`src/rtl/flit_framer.sv`:
```
// Per-VC packet framer: decodes header format/length, marks sop/eop/len, drops unknown formats.
// Latency 1 cycle; in_ready = !out_valid || out_ready. Optional saturating error counter: FLIT_FRAMER_ERR_CNT_EN.
module flit_framer #(
  parameter int NUM_VC = 2,
  parameter int VC_W   = (NUM_VC > 1) ? $clog2(NUM_VC) : 1,
  parameter int LEN_W  = 8
) (
  input  logic              clk,
  input  logic              n_rst,
  input  logic              in_valid,
  output logic              in_ready,
  input  logic [VC_W-1:0]   in_vc,
  input  logic [31:0]       in_payload,
  output logic              out_valid,
  input  logic              out_ready,
  output logic [VC_W-1:0]   out_vc,
  output logic [31:0]       out_payload,
  output logic              out_sop,
  output logic              out_eop,
  output logic [LEN_W-1:0]  out_len,
  input  logic [NUM_VC-1:0] flush_vc,
  output logic              err_fmt,
  output logic [15:0]       err_count,
  output logic [NUM_VC-1:0] vc_busy
);

  typedef enum logic {ST_IDLE = 1'b0, ST_BODY = 1'b1} vc_state_e;

  vc_state_e        state_q [NUM_VC];
  vc_state_e        state_d [NUM_VC];
  logic [LEN_W-1:0] rem_q   [NUM_VC];
  logic [LEN_W-1:0] rem_d   [NUM_VC];

  logic             out_valid_q, out_valid_d;
  logic [VC_W-1:0]  out_vc_q, out_vc_d;
  logic [31:0]      out_payload_q, out_payload_d;
  logic             out_sop_q, out_sop_d;
  logic             out_eop_q, out_eop_d;
  logic [LEN_W-1:0] out_len_q, out_len_d;
  logic             err_fmt_q, err_fmt_d;

  logic             accept;
  logic             vc_ok;
  vc_state_e        cur_state;
  logic [LEN_W-1:0] cur_rem;
  logic [LEN_W-1:0] hdr_len;
  logic [LEN_W-1:0] l7_ext;
  logic [LEN_W-1:0] l4_ext;

  assign in_ready = !out_valid_q || out_ready;
  assign accept   = in_valid && in_ready;

  // Header length decode; a zero result marks an unknown format.
  always_comb begin
    hdr_len = '0;
    l7_ext  = (in_payload[6:0] == 7'd0) ? LEN_W'(128) : LEN_W'(in_payload[6:0]);
    l4_ext  = (in_payload[3:0] == 4'd0) ? LEN_W'(16)  : LEN_W'(in_payload[3:0]);
    case (in_payload[31:28])
      4'h0:    hdr_len = LEN_W'(3);
      4'h1:    hdr_len = LEN_W'(3) + l7_ext;
      4'h2:    hdr_len = LEN_W'(2) + l7_ext;
      4'h3:    hdr_len = LEN_W'(2) + LEN_W'(in_payload[6:0]);
      4'h4:    hdr_len = LEN_W'(1);
      4'h8:    hdr_len = LEN_W'(2);
      4'h9:    hdr_len = LEN_W'(2) + l4_ext;
      4'hA:    hdr_len = LEN_W'(1);
      default: hdr_len = '0;
    endcase
  end

  // Context lookup by loop so an out-of-range in_vc never indexes the arrays.
  always_comb begin
    vc_ok     = 1'b0;
    cur_state = ST_IDLE;
    cur_rem   = '0;
    for (int i = 0; i < NUM_VC; i++) begin
      if (in_vc == VC_W'(i)) begin
        vc_ok     = 1'b1;
        cur_state = state_q[i];
        cur_rem   = rem_q[i];
      end
    end
  end

  always_comb begin
    for (int i = 0; i < NUM_VC; i++) begin
      state_d[i] = state_q[i];
      rem_d[i]   = rem_q[i];
    end
    out_valid_d   = out_valid_q && !out_ready;
    out_vc_d      = out_vc_q;
    out_payload_d = out_payload_q;
    out_sop_d     = out_sop_q;
    out_eop_d     = out_eop_q;
    out_len_d     = out_len_q;
    err_fmt_d     = 1'b0;

    if (accept) begin
      if (!vc_ok || (cur_state == ST_IDLE && hdr_len == '0)) begin
        err_fmt_d = 1'b1;
      end else begin
        out_valid_d   = 1'b1;
        out_vc_d      = in_vc;
        out_payload_d = in_payload;
        if (cur_state == ST_IDLE) begin
          out_sop_d = 1'b1;
          out_eop_d = (hdr_len == LEN_W'(1));
          out_len_d = hdr_len;
        end else begin
          out_sop_d = 1'b0;
          out_eop_d = (cur_rem == LEN_W'(1));
          out_len_d = '0;
        end
        for (int i = 0; i < NUM_VC; i++) begin
          if (in_vc == VC_W'(i)) begin
            if (cur_state == ST_IDLE) begin
              if (hdr_len != LEN_W'(1)) begin
                state_d[i] = ST_BODY;
                rem_d[i]   = hdr_len - LEN_W'(1);
              end
            end else begin
              rem_d[i] = cur_rem - LEN_W'(1);
              if (cur_rem == LEN_W'(1)) begin
                state_d[i] = ST_IDLE;
              end
            end
          end
        end
      end
    end

    // Flush overrides the context update but leaves the output register alone.
    for (int i = 0; i < NUM_VC; i++) begin
      if (flush_vc[i]) begin
        state_d[i] = ST_IDLE;
        rem_d[i]   = '0;
      end
    end
  end

  always_ff @(posedge clk) begin
    if (!n_rst) begin
      for (int i = 0; i < NUM_VC; i++) begin
        state_q[i] <= ST_IDLE;
        rem_q[i]   <= '0;
      end
      out_valid_q   <= 1'b0;
      out_vc_q      <= '0;
      out_payload_q <= '0;
      out_sop_q     <= 1'b0;
      out_eop_q     <= 1'b0;
      out_len_q     <= '0;
      err_fmt_q     <= 1'b0;
    end else begin
      for (int i = 0; i < NUM_VC; i++) begin
        state_q[i] <= state_d[i];
        rem_q[i]   <= rem_d[i];
      end
      out_valid_q   <= out_valid_d;
      out_vc_q      <= out_vc_d;
      out_payload_q <= out_payload_d;
      out_sop_q     <= out_sop_d;
      out_eop_q     <= out_eop_d;
      out_len_q     <= out_len_d;
      err_fmt_q     <= err_fmt_d;
    end
  end

  always_comb begin
    vc_busy = '0;
    for (int i = 0; i < NUM_VC; i++) begin
      vc_busy[i] = (state_q[i] == ST_BODY);
    end
  end

  assign out_valid   = out_valid_q;
  assign out_vc      = out_vc_q;
  assign out_payload = out_payload_q;
  assign out_sop     = out_sop_q;
  assign out_eop     = out_eop_q;
  assign out_len     = out_len_q;
  assign err_fmt     = err_fmt_q;

`ifdef FLIT_FRAMER_ERR_CNT_EN
  logic [15:0] err_count_q, err_count_d;

  // Counts alongside the err_fmt register so both update on the same edge.
  always_comb begin
    err_count_d = err_count_q;
    if (err_fmt_d && err_count_q != 16'hFFFF) begin
      err_count_d = err_count_q + 16'd1;
    end
  end

  always_ff @(posedge clk) begin
    if (!n_rst) begin
      err_count_q <= '0;
    end else begin
      err_count_q <= err_count_d;
    end
  end

  assign err_count = err_count_q;
`else
  assign err_count = '0;
`endif

endmodule

```
`config.mk`:
```
export PLATFORM = sky130hd
export DESIGN_NAME = flit_framer
export DESIGN_NICKNAME = d
export VERILOG_FILES = /design/src/rtl/flit_framer.sv
export SDC_FILE = /design/constraint.sdc
export NUM_CORES = 1
export LEC_CHECK = 0
export CAP_MARGIN = 40
export CORE_ASPECT_RATIO = 1.5
export CORE_MARGIN = 2
export CORE_UTILIZATION = 44
export DETAILED_ROUTE_END_ITERATION = 12
export PLACE_DENSITY = 0.74
export SETUP_SLACK_MARGIN = 0.15
export SKIP_LAST_GASP = 1
export SYNTH_ARGS = -nofsm -noshare
export SYNTH_HDL_FRONTEND = slang
export SYNTH_SLANG_ARGS = --single-unit
```
`constraint.sdc`:
```
create_clock -name clk -period 3.93 [get_ports clk]
set_input_delay 0.393 -clock clk [delete_from_list [all_inputs] [get_ports clk]]
set_output_delay 0.393 -clock clk [all_outputs]
set_load 0.01 [all_outputs]
```
==> results of run 1 <==
-- cells in the mapped netlist (5+ instances only) --
cell,number
a211oi_1,5
inv_1,11
nor3_1,19
mux2i_1,44
xor2_1,5
buf_4,18
dfxtp_1,63
xnor2_1,6
or2_2,6
o21ai_0,9
nor3b_1,5
o22ai_1,5
nand2b_1,7
nand3_1,16
ha_1,7
nor2_1,16
a21oi_1,18
nand2_1,86
clkbuf_1,23
o211ai_1,6
nand4_1,7
o21a_1,6
-- metrics by stage --
step | hold slack (ps) | cell area (µm²)
after floorplan | 446 | 3860
after global placement | 441 | 4890
after detailed placement | 450 | 4890
after CTS | 456 | 5200
after global routing | 476 | 5360
final | 456 | 5360
-- state kept, by name, indices dropped and copies added (netlist names) --
| signal | count |
|---|---|
| out_valid | 1 |
| out_payload | 32 |
| out_sop | 1 |
| out_vc | 1 |
| state_q | 2 |
| out_eop | 1 |
| rem_q | 16 |
| out_len | 8 |
| err_fmt | 1 |
-- cell type report --
| class | count | area [µm²] |
|---|---|---|
| clock buffers | 10 | 239 |
| clock inverters | 6 | 68.8 |
| fillers | 690 | 3010 |
| inverters | 11 | 41.3 |
| multi-input cells | 354 | 2300 |
| flip-flops and latches | 63 | 1260 |
| well taps | 107 | 134 |
| repair buffers | 130 | 1310 |
-- power groups by stage --
stage          logic, mW  clock network (mW)  registers, mW
2_1_floorplan      0.275                   0          0.734
3_3_place_gp       0.482                   0          0.718
3_5_place_dp       0.489                   0          0.719
4_1_cts            0.493               0.819          0.707
5_1_grt            0.566               0.847          0.711
6_report           0.526               0.808          0.707
-- kinds of logic after synthesis --
kind of cell | Yosys count
compound gates | 79
xor+xnor | 11
fa+ha+maj | 7
buf+inv | 60
flops | 63
mux | 47
other cells | 1
simple gates | 194
-- per-layer routing --
metal / vias to the layer above / global-route usage [%] / wire (µm)
met3: 26 / 5.62 / 619
met2: 125 / 41.4 / 5870
li1: 1816 / - / -
met1: 1782 / 24.4 / 4100
met4: 0 / 9.91 / 300
met5: - / 0 / 0
-- worst max-delay path by stage --
| stage | start | endpoint | slack, ps | depth (start not counted) |
|---|---|---|---|---|
| floorplan | in_payload[0] | rem_q[0][11] | 170 | 16 |
| global placement | in_payload[0] | out_valid | 40 | 16 |
| detailed placement | in_payload[0] | rem_q[0][0] | -20 | 16 |
| CTS | in_payload[0] | out_payload[8] | 270 | 18 |
| global route | in_payload[2] | rem_q[0][0] | 180 | 15 |
| finish | in_payload[2] | out_len[1] | 360 | 15 |
-- worst max-delay path, delay by kind of cell --
| family | cells | cell delay [ps] |
|---|---|---|
| multiplexers | 1 | 360 |
| buffers and inverters | 3 | 730 |
| AND/OR/NAND/NOR | 8 | 1800 |
| adder cells (fa/ha/maj) | 1 | 210 |
| AO/OA/AOI/OAI | 2 | 300 |
-- what timing repair did --
action                                  4_1_cts  5_1_grt
setup buffers                                 0        2
endpoints found under the setup margin        0       62
gates resized for setup                       0       17
==> key figures, run 1 <==
Detailed routing
  – Remaining DRCs: 0
  – Via count: ~3700
  – Total Wirelength: roughly 11 mm
  – Post-route ant nets: 0
  – WL/cell: around 16 µm
  – Initial drt markers: between 150 and 200
  – Via density: between 5 and 6
  – Initial DRT Pass Iterations: 4

Synth
  – Top cell type's share of synthesized area: 33.4%
  – Yosys Warn Count: 0
  – Synth Area per Inst: ~8.2 µm²
  – Area leader, netlist: dfxtp_1
  – Async S/R FF share, synth: 0%
  – Largest cells by area after synthesis: dfxtp_1, mux2i_1, nand2_1
  – Synth Area in Compound Gates: between 10 and 15%
  – Yosys reg bits: 63
  – Largest family of logic cells by synthesized area: simple AND/OR/NAND/NOR gates
  – Adder-cell share of the synthesized area: between 2 and 2.5%
  – Post-synth EDFFs: 0
  – Cells after Synth: roughly 460
  – Leading register cell type out of synthesis: dfxtp_1
  – Post-Syn Area: ~3800 µm²
  – Sequential share of the synthesized area: between 30 and 40%
  – Mux share of post-synthesis cell area: between 10% and 20%
  – Simple-Gate Fraction of Synth Area: approximately a quarter
  – Synth Area in XOR/XNOR: under 10%
  – Synth cell types: 65

Timing
  – Worst-margin pin slew: roughly 680 ps
  – Final Critical Period: 3570 ps
  – Slew Limit Fails: 0
  – Unrepaired setup endpoints after global routing: no
  – Slew headroom: ~54%
  – Fin crit share: between 90% and 100%
  – Achievable clock frequency: approximately 280 MHz
  – Setup Skew: between 4 and 5 ps
  – Final setup vio count: 0
  – Post-route setup slack: between 300 and 400 ps
  – Setup TNS: 0 ps
  – Final Hold Viols: 0

Worst setup path
  – Element type at the critical path start: primary input
  – Crit path kind: in2reg
  – Critical Path Max Stage Delay: 530 ps
  – Critical path endpoint category: flip-flop
  – RR Startpoint: state_q[0][1]
  – Worst EP arrival: ~3800 ps
  – WP data required: a little over 4000 ps
  – Crit-path cells: clkdlybuf4s50_1, or3b_1, or4_4, a21oi_2, nor2_1, ha_2, buf_4, nand3_1, nand3_1, o211ai_1, nor3_1, buf_4, and3_2, nor2_8, mux2_1
  – Cells on worst reg2reg path: 8
  – CP max-delay cell: or4_4
  – Critical Path Fanout Max: 8
  – Reg2Reg Setup Slack: between 1500 and 2000 ps
  – R2r endpoint: rem_q[0][0]

Placement
  – Port Buf Inserts: between 80 and 90
  – Dpl ws: -18.6 ps
  – Post-Place Cells: between 600 and 700
  – Hpwl dp: just under 8 mm
  – GP Congestion: 0.938

Clock tree
  – CTS Sinks: between 60 and 70
  – Deepest clock path buffer count: 2
  – Clk_lat worst skew: between 300 and 400 ps
  – CTS root buffer: clkbuf_16
  – CTS H-tree lvls: 3
  – Worst-path clk slew: 60 ps
  – Cts hold-fix bufs: 0
  – CTS Buf Count: 9
  – CTS tree: done

Die
  – Core box area: roughly 8400 µm²
  – Initial Utilization: a little under half
  – Row count: a little over 40
  – IO Pins: slightly above 100
  – Die area: a little over 9000 µm²
  – Die width: ~80 µm
  – Chip Height: approximately 120 µm

Run status
  – Status: completed

Hold path
  – HP Start: out_payload[19]
  – Hold Path Stages: 2
  – HP Class: reg2reg
  – Hold Path End: out_payload[19]

GRT
  – Initial antenna violation count: 0
  – First-pass GRT wire length: 17.2 mm
  – Total GRT Usage: a little under a quarter
  – Vias in the first global route: between 3000 and 4000
  – Grt total ovfl: 0
  – Pin count of the biggest net entering global routing: between 60 and 70

Power and ir drop
  – Max IR drop VDD: between 0.0003 and 0.0004 V
  – P_int: around 1.5 mW
  – Final total power: between 2 and 2.5 mW
  – Lkg Pwr: approximately 2.1 nW
  – Logic pwr share: about 26%
  – PwrDens: about 380 nW/µm²
  – Clock power share: 39.6%
  – Switching Share: between 20% and 30%
  – Flop pwr share: ~35%
  – Switching pwr: 0.579 mW

Final layout
  – Commonest non-fill, non-tap cells in the layout: nand2_1, clkdlybuf4s50_1, dfxtp_1
  – Area Overhead vs Synth: 41.9%
  – Antenna Cells: 0
  – Layout cell share with drive strength beyond 1: roughly 16%
  – Leading cell type in the layout, fill and taps excluded: nand2_1
  – End-of-flow core utilization: 64.0%
  – Nets: around 600
  – Non-filler cells, final: roughly 680

Run
  – Max Cap Violations: 0
Power figures use the tool's default switching activity.
==> inputs of run 2 (changes only) <==
--- a/config.mk
+++ b/config.mk
@@ -5,12 +5,12 @@
 export SDC_FILE = /design/constraint.sdc
 export NUM_CORES = 1
 export LEC_CHECK = 0
-export CAP_MARGIN = 40
+export CAP_MARGIN = 20
 export CORE_ASPECT_RATIO = 1.5
 export CORE_MARGIN = 2
-export CORE_UTILIZATION = 44
+export CORE_UTILIZATION = 38
 export DETAILED_ROUTE_END_ITERATION = 12
-export PLACE_DENSITY = 0.74
+export PLACE_DENSITY = 0.65
 export SETUP_SLACK_MARGIN = 0.15
 export SKIP_LAST_GASP = 1
 export SYNTH_ARGS = -nofsm -noshare
==> run 2 against run 1 <==
Die area up 15%. First-iteration DRC count down 1.2%. Count of clock-buffer cells in the layout down 1. Sequential share of layout area is 0.21 points lower. Critical path depth increased by 3. Sequential power barely moved. Critical path type unchanged. Largest cell class unchanged.
==> key figures, run 2 (synthesis results as in run 1) <==
Timing
  – Setup Skew: 5.04 ps (+0.183 ps)
  – Fin crit share: 93.1% (+2.1 points)
  – Final setup vio count: 0 (unchanged)
  – Final Critical Period: 3660 ps (+83.7 ps)
  – Final Hold Viols: 0 (unchanged)
  – Achievable clock frequency: 273 MHz (-2.3%)
  – Worst hold margin: 455 ps (-0.377 ps)
  – Worst-margin pin slew: 774 ps (+89.6 ps)
  – Slew Limit Fails: 0 (unchanged)
  – Setup TNS: 0 ps (unchanged)
  – Unrepaired setup endpoints after global routing: no
  – Slew headroom: 47.6% (-6.6 points)

Power and ir drop
  – Final total power: 2.16 mW (+5.7%)
  – PwrDens: 399 nW/µm² (+4.7%)
  – Max IR drop VDD: 0.000333 V (-4.1%)
  – Lkg Pwr: 2.19 nW (+2.4%)

Worst setup path
  – Critical Path Max Stage Delay: 510 ps (-20 ps)
  – Worst EP arrival: 3910 ps (+130 ps)
  – Element type at the critical path start: primary input
  – Critical path endpoint category: flip-flop
  – CP max-delay cell: or4_4
  – Crit-path cells: dlymetal6s2s_1, inv_2, ha_4, or3b_4, or4_4, nor3b_4, nor4_2, buf_4, inv_1, ha_1, or2_2, o2111a_1, o211ai_1, o31a_1, buf_6, buf_12, nand3_1, o22ai_2
  – Crit path kind: in2reg
  – Critical Path Fanout Max: 8 (unchanged)
  – WP data required: 4190 ps (+50 ps)

Final layout
  – Antenna Cells: 0 (unchanged)
  – Number of flip-flops in the largest register: 32 (unchanged)
  – Area Overhead vs Synth: 43.2%
  – Leading cell type in the layout, fill and taps excluded: nand2_1
  – Non-filler cells, final: 697 (+2.3%)
  – End-of-flow core utilization: 55.8% (-8.3 points)
  – Commonest non-fill, non-tap cells in the layout: nand2_1, clkdlybuf4s50_1, dfxtp_1
  – Layout cell share with drive strength beyond 1: 15.6% (-0.044 points)
  – Nets: 623 (+1.3%)
  – Layout fillers: 889 (+29%)

GRT
  – Grt total ovfl: 0 (unchanged)
  – Initial antenna violation count: 0 (unchanged)
  – Pin count of the biggest net entering global routing: 46 (-29%)
  – Vias in the first global route: 3778 (+2.4%)
  – Gr busiest metal: met2
  – First-pass GRT wire length: 17.8 mm (+3.2%)
  – Met1 Track Usage GR: 21.4% (-3.0 points)
  – Met3 usage: 5.70% (+0.086 points)
  – Met2 Track Usage GR: 37.1% (-4.3 points)
  – Total GRT Usage: 20.4% (-2.5 points)

Die
  – Initial Utilization: 39.0% (-6.2 points)
  – Chip Height: 126 µm (+7.3%)
  – Die area: 10800 µm² (+15%)
  – Core box area: 9690 µm² (+16%)
  – Die width: 85.4 µm (+7.2%)
  – IO Pins: 103 (unchanged)
  – Row count: 44 (+7.3%)

Detailed routing
  – Post-route ant nets: 0 (unchanged)
  – Remaining DRCs: 0 (unchanged)
  – WL/cell: 16.0 µm (-0.14%)
  – Initial drt markers: 160 (-1.2%)
  – Initial DRT Pass Iterations: 4 (unchanged)
  – Via count: 3783 (+0.91%)
  – Via density: 5.43 (-1.4%)
  – Total Wirelength: 11.1 mm (+2.2%)

Run status
  – Status: completed

Placement
  – GP Congestion: 0.908 (-3.2%)
  – Hpwl dp: 7.95 mm (+1.9%)
  – Post-Place Cells: 667 (+1.2%)
  – Port Buf Inserts: 86 (unchanged)

Clock tree
  – CTS Sinks: 63 (unchanged)
  – CTS tree: done
  – Clk_lat worst skew: 340 ps (about the same)
  – CTS H-tree lvls: 3 (unchanged)
  – CTS Buf Count: 9 (unchanged)
  – Worst-path clk slew: 50 ps (about the same)
  – Deepest clock path buffer count: 2 (unchanged)
  – CTS root buffer: clkbuf_16

Run
  – Max Cap Violations: 0 (unchanged)

Hold path
  – HP Class: reg2reg
==> run 2: area by class of cell <==
| cell class | count | area, µm² | area share, % |
|---|---|---|---|
| multi-input combinational | 355 | 2310 | 42.7 |
| clock buffer | 9 | 225 | 4.17 |
| inverter | 11 | 41.3 | 0.764 |
| sequential | 63 | 1260 | 23.3 |
| timing repair buffer | 137 | 1310 | 24.2 |
| tap | 115 | 144 | 2.66 |
| clock inverter | 7 | 119 | 2.20 |
==> run 2: worst max-delay path, delay by kind of cell <==
family                     cells  cell delay [ps]
buffers and inverters          6              690
and+or+nand+nor                6             1770
adders and majority gates      2              300
AOI/OAI and AO/OA              4              770
==> run 2: final timing paths <==
check | slack, ps | end | startpoint | cells past startpoint
min reg2reg | 460 | out_payload[7] | out_payload[7] | 2
max | 270 | rem_q[0][6] | in_payload[0] | 18
min | 460 | out_payload[7] | out_payload[7] | 2
max reg2reg | 1880 | out_valid | state_q[0][1] | 8
==> run 2: power by group <==
part,internal [mW],switching [mW]
registers,0.682,0.0245
logic,0.264,0.259
clock network,0.620,0.306
==> run 2: per-layer routing <==
layer	wire length (µm)	up-vias
met5	0	-
li1	-	1847
met2	5870	118
met4	363	0
met1	4200	1783
met3	697	35
==> run 2: what timing repair did <==
item                                    CTS  global route
endpoints found under the setup margin   18            61
resized for setup                         1            12
pin swaps                                 1             7
hold buffers                              0             0
setup buffers                             6             6
cloned                                    0             2
==> run 2: through the flow <==
stage          cell area, µm²  setup slack (ps)
2_1_floorplan            3860               168
3_3_place_gp             4880              -455
3_5_place_dp             4880              -507
4_1_cts                  5280               185
5_1_grt                  5400              98.6
6_report                 5400               273
==> inputs of run 3 (changes only) <==
--- a/config.mk
+++ b/config.mk
@@ -12,6 +12,7 @@
 export DETAILED_ROUTE_END_ITERATION = 12
 export PLACE_DENSITY = 0.65
 export SETUP_SLACK_MARGIN = 0.15
+export SKIP_CTS_REPAIR_TIMING = 1
 export SKIP_LAST_GASP = 1
 export SYNTH_ARGS = -nofsm -noshare
 export SYNTH_HDL_FRONTEND = slang
==> run 3 against run 2 <==
Maximum frequency rose by 1.0%. Clock skew rose by 1.2 ps. Final cell count fell by 0.57%. Critical path depth fell by 2. Sequential cell count did not move. Combinational power rose by 1%. Die area did not move.
==> key figures, run 3 (synthesis results as in run 1) <==
Run status
  – Status: completed

Clock tree
  – CTS root buffer: clkbuf_16
  – CTS Sinks: 63 (unchanged)
  – Deepest clock path buffer count: 2 (unchanged)
  – Worst-path clk slew: 50 ps (about the same)
  – CTS tree: done
  – Clk_lat worst skew: 340 ps (about the same)
  – CTS Buf Count: 9 (unchanged)
  – CTS H-tree lvls: 3 (unchanged)

Timing
  – Post-route setup slack: 309 ps (+36.3 ps)
  – Setup Skew: 6.23 ps (+1.20 ps)
  – Worst hold margin: 456 ps (+0.198 ps)
  – Final Hold Viols: 0 (unchanged)
  – Slew headroom: 50.0% (+2.4 points)
  – Final Critical Period: 3620 ps (-36.3 ps)
  – Fin crit share: 92.1% (-0.92 points)
  – Slew Limit Fails: 0 (unchanged)
  – Achievable clock frequency: 276 MHz (+1.0%)
  – Final setup vio count: 0 (unchanged)
  – Worst-margin pin slew: 739 ps (-35.2 ps)
  – Unrepaired setup endpoints after global routing: no

Detailed routing
  – Remaining DRCs: 0 (unchanged)
  – WL/cell: 16.0 µm (+0.41%)
  – Initial DRT Pass Iterations: 5 (+1)
  – Via count: 3770 (-0.34%)
  – Initial drt markers: 161 (+0.63%)
  – Post-route ant nets: 0 (unchanged)
  – Via density: 5.44 (+0.23%)
  – Total Wirelength: 11.1 mm (-0.17%)

Power and ir drop
  – Lkg Pwr: 2.17 nW (-0.79%)
  – PwrDens: 401 nW/µm² (+0.46%)
  – Max IR drop VDD: 0.000327 V (-1.8%)

Final layout
  – Layout fillers: 890 (+0.11%)
  – Commonest non-fill, non-tap cells in the layout: nand2_1, clkdlybuf4s50_1, dfxtp_1
  – Register Area: 1260 µm² (unchanged)
  – Layout cell share with drive strength beyond 1: 15.6% (-0.065 points)
  – Area Overhead vs Synth: 43.2% (about the same)
  – Area occupied by multi-input gates: 2300 µm² (-0.11%)
  – Antenna Cells: 0 (unchanged)
  – End-of-flow core utilization: 55.8% (about the same)
  – Leading cell type in the layout, fill and taps excluded: nand2_1
  – Number of flip-flops in the largest register: 32 (unchanged)
  – Post-route cell area: 5410 µm² (about the same)
  – Nets: 619 (-0.64%)

GRT
  – Pin count of the biggest net entering global routing: 46 (unchanged)
  – Met2 Track Usage GR: 36.9% (-0.18 points)
  – Met1 Track Usage GR: 21.5% (+0.040 points)
  – First-pass GRT wire length: 17.7 mm (-0.74%)
  – Gr busiest metal: met2
  – Met3 usage: 5.77% (+0.066 points)
  – Total GRT Usage: 20.3% (-0.080 points)
  – Vias in the first global route: 3726 (-1.4%)
  – Initial antenna violation count: 0 (unchanged)
  – Grt total ovfl: 0 (unchanged)

Die
  – Core box area: 9690 µm² (unchanged)
  – Chip Height: 126 µm (unchanged)
  – Die width: 85.4 µm (unchanged)
  – Row count: 44 (unchanged)
  – Die area: 10800 µm² (unchanged)
  – Initial Utilization: 39.0% (unchanged)
  – IO Pins: 103 (unchanged)

Run
  – Max Cap Violations: 0 (unchanged)

Placement
  – Hpwl dp: 7.95 mm (unchanged)
  – Placed inst area: 4880 µm² (unchanged)
  – Port Buf Inserts: 86 (unchanged)
  – Dpl ws: -507 ps (unchanged)
  – GP Congestion: 0.908 (unchanged)

Hold path
  – HP Class: reg2reg

Worst setup path
  – Crit path kind: in2reg
  – Element type at the critical path start: primary input
  – Critical path endpoint category: flip-flop
  – Crit-path cells: clkdlybuf4s50_1, or3b_4, or4_4, nor3b_2, nor4_2, buf_4, inv_1, ha_1, or2_2, o2111a_1, o211ai_1, o31a_1, buf_6, buf_12, nand3_1, o22ai_2
  – Worst EP arrival: 3880 ps (-30 ps)
  – WP data required: 4190 ps (about the same)
  – CP max-delay cell: or4_4
  – Critical Path Fanout Max: 8 (unchanged)
  – Critical Path Max Stage Delay: 520 ps (about the same)
run 3: worst paths after layout:
check,from,endpoint,slack [ps],depth (start not counted)
max,in_payload[2],rem_q[0][6],310,16
min,out_payload[7],out_payload[7],460,2
max reg2reg,state_q[0][1],out_valid,1920,8
min reg2reg,out_payload[7],out_payload[7],460,2
run 3: power by group:
| group | internal [mW] | leakage (nW) | switching (mW) |
|---|---|---|---|
| clock | 0.620 | 0.162 | 0.310 |
| sequential | 0.682 | 0.515 | 0.0247 |
| combinational | 0.271 | 1.50 | 0.259 |
run 3: area by class of cell:
type,count,share of cell area (%)
clock buffers,9,4.17
clock inverters,7,2.20
inverters,11,0.764
multi-input cells,355,42.6
flip-flops and latches,63,23.3
well taps,115,2.66
repair buffers,133,24.3
run 3: metrics by stage:
step | std cells | total power, mW | TNS [ps]
final | 693 | 2.17 | 0
after global routing | 693 | 2.25 | 0
after CTS | 683 | 2.13 | -1220
after detailed placement | 667 | 1.20 | -11300
after global placement | 667 | 1.20 | -7180
after floorplan | 477 | 1.01 | 0
run 3: critical path: cells and delay by family:
kind,cells,cell delay (ps)
compound gates,4,620
fa+ha+maj,1,170
buf+inv,5,890
simple gates,6,1810
run 3: routing by layer:
| metal | share of wire, % | wire length (µm) |
|---|---|---|
| met5 | 0 | 0 |
| met3 | 5.7 | 628 |
| met2 | 53 | 5910 |
| met1 | 38 | 4210 |
| met4 | 3.1 | 348 |
